**src/rtl/fifo_write_arbiter.sv**
```systemverilog
`default_nettype none
// ============================================================================
// Module   : fifo_write_arbiter
// Purpose  : Round-robin, burst-granting arbiter that shares the FIFO memory
//            write port between NREQ valid/ready requesters. Drives the
//            memory write strobe/address/data and owns the binary write
//            pointer. Stalls (without losing the grant) while wfull is high.
// Revision : 1.0 - initial release
// ============================================================================
module fifo_write_arbiter #(
  parameter int DATASIZE = 8,
  parameter int ADDRSIZE = 4,
  parameter int NREQ     = 4,
  parameter int MAXBURST = 4
) (
  input  logic                     wclk,
  input  logic                     wrst,
  input  logic [NREQ-1:0]          req_valid,
  input  logic [NREQ-1:0]          req_last,
  input  logic [NREQ*DATASIZE-1:0] req_data,
  output logic [NREQ-1:0]          req_ready,
  input  logic                     wfull,
  output logic [DATASIZE-1:0]      wdata,
  output logic [ADDRSIZE-1:0]      waddr,
  output logic                     wclken,
  output logic [ADDRSIZE:0]        wptr,
  output logic [$clog2(NREQ)-1:0]  gnt_id,
  output logic                     busy
);

  localparam int GW = $clog2(NREQ);
  localparam int BW = $clog2(MAXBURST + 1);

  localparam logic [0:0]    S_IDLE      = 1'b0;
  localparam logic [0:0]    S_BURST     = 1'b1;
  localparam logic [BW-1:0] C_LAST_BEAT = BW'(MAXBURST - 1);
  localparam logic [GW-1:0] C_GNT_INIT  = GW'(NREQ - 1);
  localparam logic [GW:0]   C_NREQ      = (GW+1)'(NREQ);

  logic [0:0]    state;
  logic [0:0]    state_nxt;
  logic [BW-1:0] beats;
  logic          any_valid;
  logic [GW-1:0] pick;
  logic          found;
  logic [GW:0]   search_sum;
  logic          gnt_valid;
  logic          gnt_last;

  assign any_valid = |req_valid;
  assign waddr     = wptr[ADDRSIZE-1:0];

  // Round-robin search: first valid requester starting just after gnt_id.
  always_comb begin
    found      = 1'b0;
    pick       = gnt_id;
    search_sum = '0;
    for (int k = 1; k <= NREQ; k++) begin
      search_sum = {1'b0, gnt_id} + (GW+1)'(k);
      if (search_sum >= C_NREQ) begin
        search_sum = search_sum - C_NREQ;
      end
      if (!found && req_valid[search_sum[GW-1:0]]) begin
        found = 1'b1;
        pick  = search_sum[GW-1:0];
      end
    end
  end

  // Granted-requester muxes; the loop guarantees wdata is always driven.
  always_comb begin
    gnt_valid = 1'b0;
    gnt_last  = 1'b0;
    wdata     = req_data[DATASIZE-1:0];
    for (int i = 0; i < NREQ; i++) begin
      if (gnt_id == GW'(i)) begin
        gnt_valid = req_valid[i];
        gnt_last  = req_last[i];
        wdata     = req_data[i*DATASIZE +: DATASIZE];
      end
    end
  end

  // State register.
  always_ff @(posedge wclk) begin
    if (wrst) begin
      state <= S_IDLE;
    end else begin
      state <= state_nxt;
    end
  end

  // Next-state logic: burst ends on last word, beat limit, or requester give-up.
  always_comb begin
    state_nxt = state;
    case (state)
      S_IDLE: begin
        if (any_valid) begin
          state_nxt = S_BURST;
        end
      end
      S_BURST: begin
        if (!gnt_valid) begin
          state_nxt = S_IDLE;
        end else if (wclken && (gnt_last || (beats == C_LAST_BEAT))) begin
          state_nxt = S_IDLE;
        end
      end
      default: state_nxt = S_IDLE;
    endcase
  end

  // Outputs: only the granted requester sees ready; reset cycle issues nothing.
  always_comb begin
    req_ready = '0;
    wclken    = 1'b0;
    busy      = (state == S_BURST);
    if ((state == S_BURST) && !wrst) begin
      for (int i = 0; i < NREQ; i++) begin
        if (gnt_id == GW'(i)) begin
          req_ready[i] = !wfull;
        end
      end
      wclken = gnt_valid & !wfull;
    end
  end

  // Datapath: grant capture, beat counter and write pointer.
  always_ff @(posedge wclk) begin
    if (wrst) begin
      wptr   <= '0;
      beats  <= '0;
      gnt_id <= C_GNT_INIT;
    end else begin
      if (state == S_IDLE) begin
        beats <= '0;
        if (any_valid) begin
          gnt_id <= pick;
        end
      end
      if (wclken) begin
        wptr  <= wptr + (ADDRSIZE+1)'(1);
        beats <= beats + BW'(1);
      end
    end
  end

endmodule
`default_nettype wire

```
**config.mk**
```make
export PLATFORM = sky130hd
export DESIGN_NAME = fifo_write_arbiter
export DESIGN_NICKNAME = d
export VERILOG_FILES = /design/src/rtl/fifo_write_arbiter.sv
export SDC_FILE = /design/constraint.sdc
export NUM_CORES = 1
export LEC_CHECK = 0
export CAP_MARGIN = 20
export CORE_ASPECT_RATIO = 1.75
export CORE_MARGIN = 2
export CORE_UTILIZATION = 40
export DETAILED_ROUTE_END_ITERATION = 8
export PLACE_DENSITY = 0.85
export SYNTH_ARGS = -nofsm -noshare
export SYNTH_HDL_FRONTEND = slang
export SYNTH_SLANG_ARGS = --single-unit
```
**constraint.sdc**
```tcl
create_clock -name wclk -period 3.6 [get_ports wclk]
set_clock_uncertainty 0.2 [all_clocks]
set_input_delay 0.72 -clock wclk [delete_from_list [all_inputs] [get_ports wclk]]
set_output_delay 0.72 -clock wclk [all_outputs]
set_load 0.1 [all_outputs]
```
# Word-level counts from Yosys, hierarchy flattened
# Index checks and enable logic that the tools add are counted.
classes:
  bitwise: 2
  reduce_logical: 15
  eq_ne: 5
  n_mux: 42
  n_addsub: 10
  magnitude_cmp: 8
op_table:
  columns: ["cell", "n"]
  rows:
  - ["$mux 8", 3]
  - ["$mux 1", 23]
  - ["$mux 2", 8]
  - ["$ge 3x3->1 const B", 4]
  - ["$lt 2x3->1 const B", 4]
  - ["$bmux 1 s2", 4]
  - ["$sub 2x1->2 const B", 4]
  - ["$add 2x2->3 const B", 2]
  - ["$mux 3", 2]
  - ["$add 5x1->5 const B", 1]
  - ["$logic_and 1x1->1", 5]
  - ["$logic_not 1->1", 5]
  - ["$eq 2x2->1 const B", 2]
  - ["$mux 4", 1]
  - ["$reduce_bool 4->1", 1]
  - ["$reduce_or 4->1", 1]
  - ["$add 2x1->3 const B", 1]
  - ["$add 2x3->3 const B", 1]
  - ["$add 3x1->3 const B", 1]
  - ["$eq 3x2->1 const B", 1]
  - ["$reduce_and 3->1", 1]
  - ["$eq 2x1->1 const B", 1]
  - ["$logic_not 2->1", 1]
  - ["$ne 2x2->1 const B", 1]
  - ["other kinds (4)", 4]
word_totals:
  ff_bits: 11
  word_cells: 86
  output_inout_bits: 25

# Longest topological paths before layout
# Gate-level depths: netlist (run 1).
logic_depth:
  word_depth: 16
  depth_mapped: 8

# Worst setup path after synthesis (run 1)
# Ideal clock, no wire load.
synth_path:
  kind: "flip-flop to output port"
  startpoint: "register gnt_id[0]"
  endpoint: "output wdata[1]"
  slack_ns: -1.588
  arrival_time_ns: 4.268
  path_stages_with_launch: 9
  path_cell_list: "dfxtp_1 buf_2 inv_1 ha_1 clkbuf_1 clkbuf_1 nor2_1 a21oi_1 o21ai_0"
synth_between:
  elab_chain_cells: 4
  elab_cells_between_ends: 6
  cone_classes: "eq/ne: 3; mux: 3"
synth_lines:
  columns: ["element", "line", "text"]
  rows:
  - ["start: declaration", "27", "output logic [$clog2(NREQ)-1:0] gnt_id,"]
  - ["start signal: assignment", "138", "gnt_id <= pick;"]
  - ["$eq 2x1->1", "76", "if (gnt_id == GW'(i)) begin"]
  - ["$mux 8 (2 in a row)", "76", null]
  - ["$mux 8 (*)", "76", null]
  - ["end: declaration", "23", "output logic [DATASIZE-1:0] wdata,"]
# Every way passes the cells marked *; elsewhere a longest branch is shown, timed or not.

# Worst setup path after layout (run 1)
layout_path:
  startpoint: "register gnt_id[1]"
  endpoint: "output wclken"
layout_between:
  elab_chain_cells: 7
  elab_cells_between_ends: 10
  cone_classes: "eq/ne: 3; mux: 5; bitwise: 1; reduce/logical: 1"
layout_lines:
  columns: ["element", "line", "text"]
  rows:
  - ["$logic_not 2->1", "76", null]
  - ["$mux 1 (3 in a row)", "76", null]
  - ["$mux 1 (*)", "76", null]
  - ["$and 1x1->1 (*)", "124", "wclken = gnt_valid & !wfull;"]
  - ["$mux 1 (*)", "118", "if ((state == S_BURST) && !wrst) begin"]
  - ["end: declaration", "25", "output logic wclken,"]
# Marked as above.

==> results by group, run 1 <==
Clock tree
  – Skew-Pair Late Insertion Delay: 0.24 ns
  – Clock root cell: clkbuf_8
  – Post-CTS Setup Bufs: 0
  – # hold bufs at CTS: 0
  – Post-cts sizing count: 0
  – Reg clk slew, reported paths: roughly 0.05 ns
  – CTS sink count: 11
  – CTS tree: yes
  – Clock buffer depth: 2
  – Cts bufs inserted: 3
  – H-tree levels: 1

Pwr
  – Maximum vdd ir drop: 0.5617 mV
  – Tot Pwr: about 2 mW
  – Static leakage: between 0.7 and 0.8 nW
  – PwrDens: between 900 and 1000 nW/um^2

Cells and area
  – Area Overhead vs Synth: 79.35%
  – Design area: 1999 sq um
  – Nets@finish: between 200 and 300
  – Ant diodes: 0
  – Fillers: between 200 and 250
  – Fraction of layout cells with a size suffix above 1: 24.64%
  – Multi-input gate area: ~900 sq um
  – Util after Layout: 74.33%
  – Sequential cell area: about 220 sq um
  – Layout Cells excl Fill: 234

Setup path
  – Setup slack, reg-to-reg: 0.85 ns
  – Startpoint types: flop
  – CP Cell Sequence: inv_1 > ha_1 > a211oi_1 > a211o_1 > nor2_4 > buf_12
  – Kind of critical path: reg2out
  – Critical Path AT: between 2 and 2.5 ns
  – CP max-delay cell: ha_1
  – Worst reg2reg path depth: 6
  – Crit path capture type: output pin
  – Worst r2r dst: wptr[4]
  – Slowest cell delay on critical path: about 0.58 ns
  – Crit path max fanout: 14
  – WP data required: between 2 and 3 ns
  – R2r startpoint: gnt_id[1]

Synthesis
  – Syn_area_per_cell: approximately 7.6 sq um
  – Commonest cells post-synth: a21oi_1, o21ai_0, dfxtp_1, nor2_1, nand2_1
  – Syn_nets: slightly below 200
  – Async SR Flop Fraction: 0%
  – Netlist Area Pre-Place: 1115 sq um
  – Seq cells post-synth: 11
  – Yosys warns: 0
  – EDFF count, synth: 0
  – Most frequent cell after synthesis: a21oi_1
  – Top FF cell, synth: dfxtp_1
  – Yosys top cell by area: dfxtp_1
  – Post-synthesis sequential area ratio: between 10% and 20%
  – Synth area leaders: dfxtp_1, a21oi_1, mux2i_1
  – Post-Syn Instances: around 150
  – Unique masters post-synth: 39
  – Top cell type's share of synthesized area: 19.75%

Place
  – Post-place setup slack: about 0.44 ns
  – DP HPWL: roughly 3200 microns
  – Placed insts: 230
  – Placer Congestion: around 0.80
  – Placed instance area: roughly 2000 sq um
  – Port Buf Inserts: 67

GRT
  – Gr usage total: ~24%
  – Gr ovfl total: 0
  – Initial antenna violation count: 0
  – First-pass GRT wire length: 5782 microns
  – Vias in the first global route: around 1300
  – Largest net degree at the start of global routing: 20

Timing
  – Final setup TNS: 0 ns
  – RSZ-0062 raised after global routing: false
  – Fin crit share: a little over 90%
  – Final setup margin: just under 0.3 ns
  – Max Slew Vio Count: 0
  – Max Fclk: around 300 MHz
  – Tmin final: around 3.3 ns
  – Final Setup Violations: 0
  – Relative slew slack: approximately 58%
  – Tightest hold margin: 0.3078 ns
  – Fin. Hold Viols: 0
  – Measured slew at the worst slew-check pin: 0.6340 ns

Min path
  – Tightest Hold Check Type: reg2reg
  – WHS Path Cells: 2
  – Hold path start: wptr[4]
  – Worst hold endpoint: wptr[4]

Drt
  – Post-route ant nets: 0
  – Iteration-0 DRC count of the detailed router: 33
  – WL per Instance: around 16 microns
  – Via count: between 1000 and 1500
  – DRC: 0
  – Via/cell ratio: around 5.7
  – Routed WL: roughly 3900 microns
  – DRT Pass-1 Iters: 4

Outcome
  – Run status: completed

Floorplan
  – CORE AREA: around 2700 sq um
  – DIE HEIGHT: between 70 and 80 microns
  – Die X: 43.91 microns
  – Site Rows: 25
  – IO Count: 68
  – Die area: between 3000 and 4000 sq um
  – Initial Util: about two fifths

Job
  – Number of max-cap violations: 0
-- flip-flops by register name, summed over array words and instances (netlist names) --
name / count
wptr: 5
beats: 3
gnt_id: 2
busy: 1
-- routing by layer --
layer	routed length, microns	GRT usage, %
met5	0	0
met4	71	7.407
met3	222	4.914
met2	2261	49.02
met1	1299	22.86
-- cells in the final DEF (no fill, tap or decap), types with 5 or more instances in the layout --
master,instances
clkdlybuf4s50_1,42
a21oi_1,19
buf_4,15
buf_12,13
nor2_1,10
nand2_1,10
mux2i_1,9
dfxtp_1,9
inv_1,7
ha_1,7
o21ai_4,6
nand3_1,5
o21ai_0,5
-- area by class of cell --
class                   instances  area share [%]
multi-input cells             115           43.93
repair buffers                 70           39.67
flip-flops and latches         11           11.14
clock buffers                   4           2.253
well taps                      27           1.690
inverters                       7           1.314
-- critical path: cells and delay by family (launching register included) --
| kind | cells | cell delay, ns |
|---|---|---|
| compound gates | 2 | 0.72 |
| fa+ha+maj | 1 | 0.58 |
| buf+inv | 2 | 0.31 |
| flops | 1 | 0.36 |
| simple gates | 1 | 0.16 |
-- logic make-up (layout without fill, tap and decap cells) --
logic type | after synthesis | count (layout) | share of synthesized area [%]
and+or+nand+nor | 49 | 49 | 22.90
AOI/OAI and AO/OA | 46 | 46 | 25.36
buffers and inverters | 20 | 81 | 8.979
muxes | 13 | 13 | 15.15
DFF | 11 | 11 | 19.75
adders and majority gates | 7 | 7 | 7.856
-- worst max path at each step --
stage                 start      endpoint  depth (start not counted)  slack (ns)
6_report          gnt_id[1]        wclken                          6        0.30
5_1_grt           gnt_id[1]        wclken                          6        0.19
4_1_cts           gnt_id[1]        wclken                          6        0.30
3_5_place_dp   req_valid[1]        wclken                          5        0.44
3_3_place_gp   req_valid[1]        wclken                          5        0.50
2_1_floorplan     gnt_id[1]  req_ready[3]                          4        0.18
-- report_power, final --
part           internal [mW]  switching [mW]  leakage (nW)  total [mW]
logic                  0.575            1.07         0.685        1.64
registers              0.143          0.0402        0.0891       0.183
clock network         0.0777          0.0465        0.0228       0.124
total                  0.795            1.16         0.797        1.95
Power figures use the tool's default switching activity.
==> inputs of run 2 (changes only) <==
CORE_ASPECT_RATIO = default   (was 1.75)
==> run 2 against run 1 <==
Effect of this change: global-route usage up 0.11 points; count of clock-buffer cells in the layout stayed put; worst setup slack got worse by 0.045 ns; die area fell by 0.51%; via count increased by 1.2%.
==> results by group, run 2 (same netlist as run 1, synthesis figures left out) <==
Drt
  – DRT Pass-1 Iters: 4 (unchanged)
  – Routed WL: 3739 microns (-3.0%)
  – WL per Instance: 15.78 microns (-4.2%)
  – Post-route ant nets: 0 (unchanged)
  – Via count: 1349 (+1.2%)
  – DRC: 0 (unchanged)
  – Via/cell ratio: 5.692 (about the same)
  – Iteration-0 DRC count of the detailed router: 28 (-15%)

Floorplan
  – Site Rows: 19 (-24%)
  – Initial Util: 41.14% (-0.31 points)
  – Die X: 56.79 microns (+29%)
  – DIE HEIGHT: 56.79 microns (-23%)
  – CORE AREA: 2710 sq um (+0.74%)
  – Die area: 3225 sq um (-0.51%)
  – IO Count: 68 (unchanged)

Clock tree
  – Clock root cell: clkbuf_4
  – Post-cts sizing count: 0 (unchanged)
  – Clock buffer depth: 2 (unchanged)
  – CTS sink count: 11 (unchanged)
  – Cts bufs inserted: 3 (unchanged)
  – Reg clk slew, reported paths: 0.07 ns (+0.02 ns)
  – Skew-Pair Late Insertion Delay: 0.28 ns (+0.04 ns)
  – Post-CTS Setup Bufs: 0 (unchanged)
  – CTS tree: yes
  – H-tree levels: 1 (unchanged)
  – # hold bufs at CTS: 0 (unchanged)

Timing
  – Fin crit share: 93.03% (+1.2 points)
  – Relative slew slack: 53.95% (-3.8 points)
  – Final setup TNS: 0 ns (unchanged)
  – Measured slew at the worst slew-check pin: 0.6908 ns (+0.05676 ns)
  – RSZ-0062 raised after global routing: false
  – Final Setup Violations: 0 (unchanged)
  – Tmin final: 3.349 ns (+0.04494 ns)
  – Max Fclk: 298.6 MHz (-1.3%)
  – Fin. Hold Viols: 0 (unchanged)
  – Max Slew Vio Count: 0 (unchanged)

Cells and area
  – Most flop-heavy register: wptr
  – Nets@finish: 257 (-0.39%)
  – Layout Cells excl Fill: 237 (+1.3%)
  – Sequential cell area: 222.7 sq um (unchanged)
  – Most common cell after layout, fill and taps aside: clkdlybuf4s50_1
  – Fraction of layout cells with a size suffix above 1: 24.27% (-0.37 points)
  – Top flop regs: wptr: 5 flops, beats: 3 flops, gnt_id: 2 flops
  – Ant diodes: 0 (unchanged)
  – Area Overhead vs Synth: 77.44%
  – Multi-input gate area: 878.3 sq um (unchanged)
  – Most frequent cells in the layout: clkdlybuf4s50_1, a21oi_1, buf_4
  – Fillers: 214 (+5.9%)
  – Max reg flops: 5 (unchanged)

Setup path
  – Worst reg2reg path depth: 6 (unchanged)
  – Crit path capture type: output pin
  – R2r startpoint: gnt_id[0]
  – Startpoint types: flop
  – Kind of critical path: reg2out
  – CP max-delay cell: ha_1
  – Critical Path AT: 2.43 ns (+0.05 ns)
  – Setup slack, reg-to-reg: 0.86 ns (about the same)
  – Slowest cell delay on critical path: 0.61 ns (+0.03 ns)
  – Crit path max fanout: 21 (+7)
  – CP Cell Sequence: inv_1 > ha_1 > a211oi_1 > a211o_1 > nor2_4 > buf_12
  – WP data required: 2.68 ns (about the same)
  – Worst r2r dst: wptr[4]

GRT
  – Initial antenna violation count: 0 (unchanged)
  – Largest net degree at the start of global routing: 22 (+10%)
  – Gr ovfl total: 0 (unchanged)
  – Vias in the first global route: 1376 (+9.6%)
  – First-pass GRT wire length: 6189 microns (+7.0%)
  – Gr usage total: 24.37% (+0.11 points)

Place
  – DP HPWL: 2983 microns (-5.4%)
  – Port Buf Inserts: 67 (unchanged)
  – Placed insts: 233 (+1.3%)
  – Placer Congestion: 0.7986 (+0.30%)

Min path
  – Tightest Hold Check Type: reg2reg
  – Hold path start: wptr[4]
  – WHS Path Cells: 2 (unchanged)
  – Worst hold endpoint: wptr[4]

Pwr
  – Maximum vdd ir drop: 1.145 mV (+100%)
  – PwrDens: 962.3 nW/um^2 (-1.4%)
  – Static leakage: 0.7841 nW (-1.6%)

Job
  – Number of max-cap violations: 0 (unchanged)

Outcome
  – Run status: completed
run 2: cell types whose count changed in the layout (fill, tap and decap cells not counted):
| cell | before | now |
|---|---|---|
| clkbuf_8 | 3 | 0 |
| buf_4 | 15 | 14 |
| clkbuf_4 | 0 | 3 |
run 2: worst max path at each step:
stage,startpoint,end,slack [ns]
after detailed placement,req_valid[1],wclken,0.43
after global placement,req_valid[1],wclken,0.49
after global routing,gnt_id[0],wclken,0.04
final,gnt_id[0],wclken,0.25
after CTS,gnt_id[0],wclken,0.25
after floorplan,gnt_id[1],req_ready[3],0.18
run 2: layout make-up:
class,instances,area share (%)
Multi-Input combinational cell,115,44.40
Inverter,7,1.328
Tap cell,31,1.961
Clock buffer,4,1.328
Sequential cell,11,11.26
Timing Repair Buffer,69,39.72
run 2: report_power, final:
part / switching, mW / total [mW] / internal [mW]
Clock: 0.0456 / 0.0886 / 0.0430
Sequential: 0.0402 / 0.182 / 0.142
Combinational: 1.06 / 1.63 / 0.568
run 2: stage by stage:
step / hold slack (ns) / cell area, sq um / setup slack (ns) / total power, mW / util (%)
final: 0.3073 / 1978 / 0.2508 / 1.904 / 72.99
after global routing: 0.3318 / 1978 / 0.03942 / 1.985 / 72.99
after CTS: 0.3087 / 1978 / 0.2513 / 1.907 / 72.99
after detailed placement: 0.2835 / 1952 / 0.4254 / 1.818 / 72.02
after global placement: 0.2680 / 1952 / 0.4943 / 1.779 / 72.02
after floorplan: 0.2601 / 1201 / 0.1774 / 1.344 / -
run 2: layer usage:
metal	global-route usage [%]	vias up	part of all wire, %	wire, microns
met5	0	-	0	0
met4	9.302	0	3.2	121
met3	4.147	13	3.0	112
met2	47.84	37	56	2080
met1	25.14	636	38	1425
li1	-	663	-	-
run 2: worst max-delay path, delay by kind of cell, from the launching register on:
family	cells	cell delay, ns
compound gates	2	0.66
buf+inv	2	0.30
flops	1	0.39
simple gates	1	0.18
fa+ha+maj	1	0.61
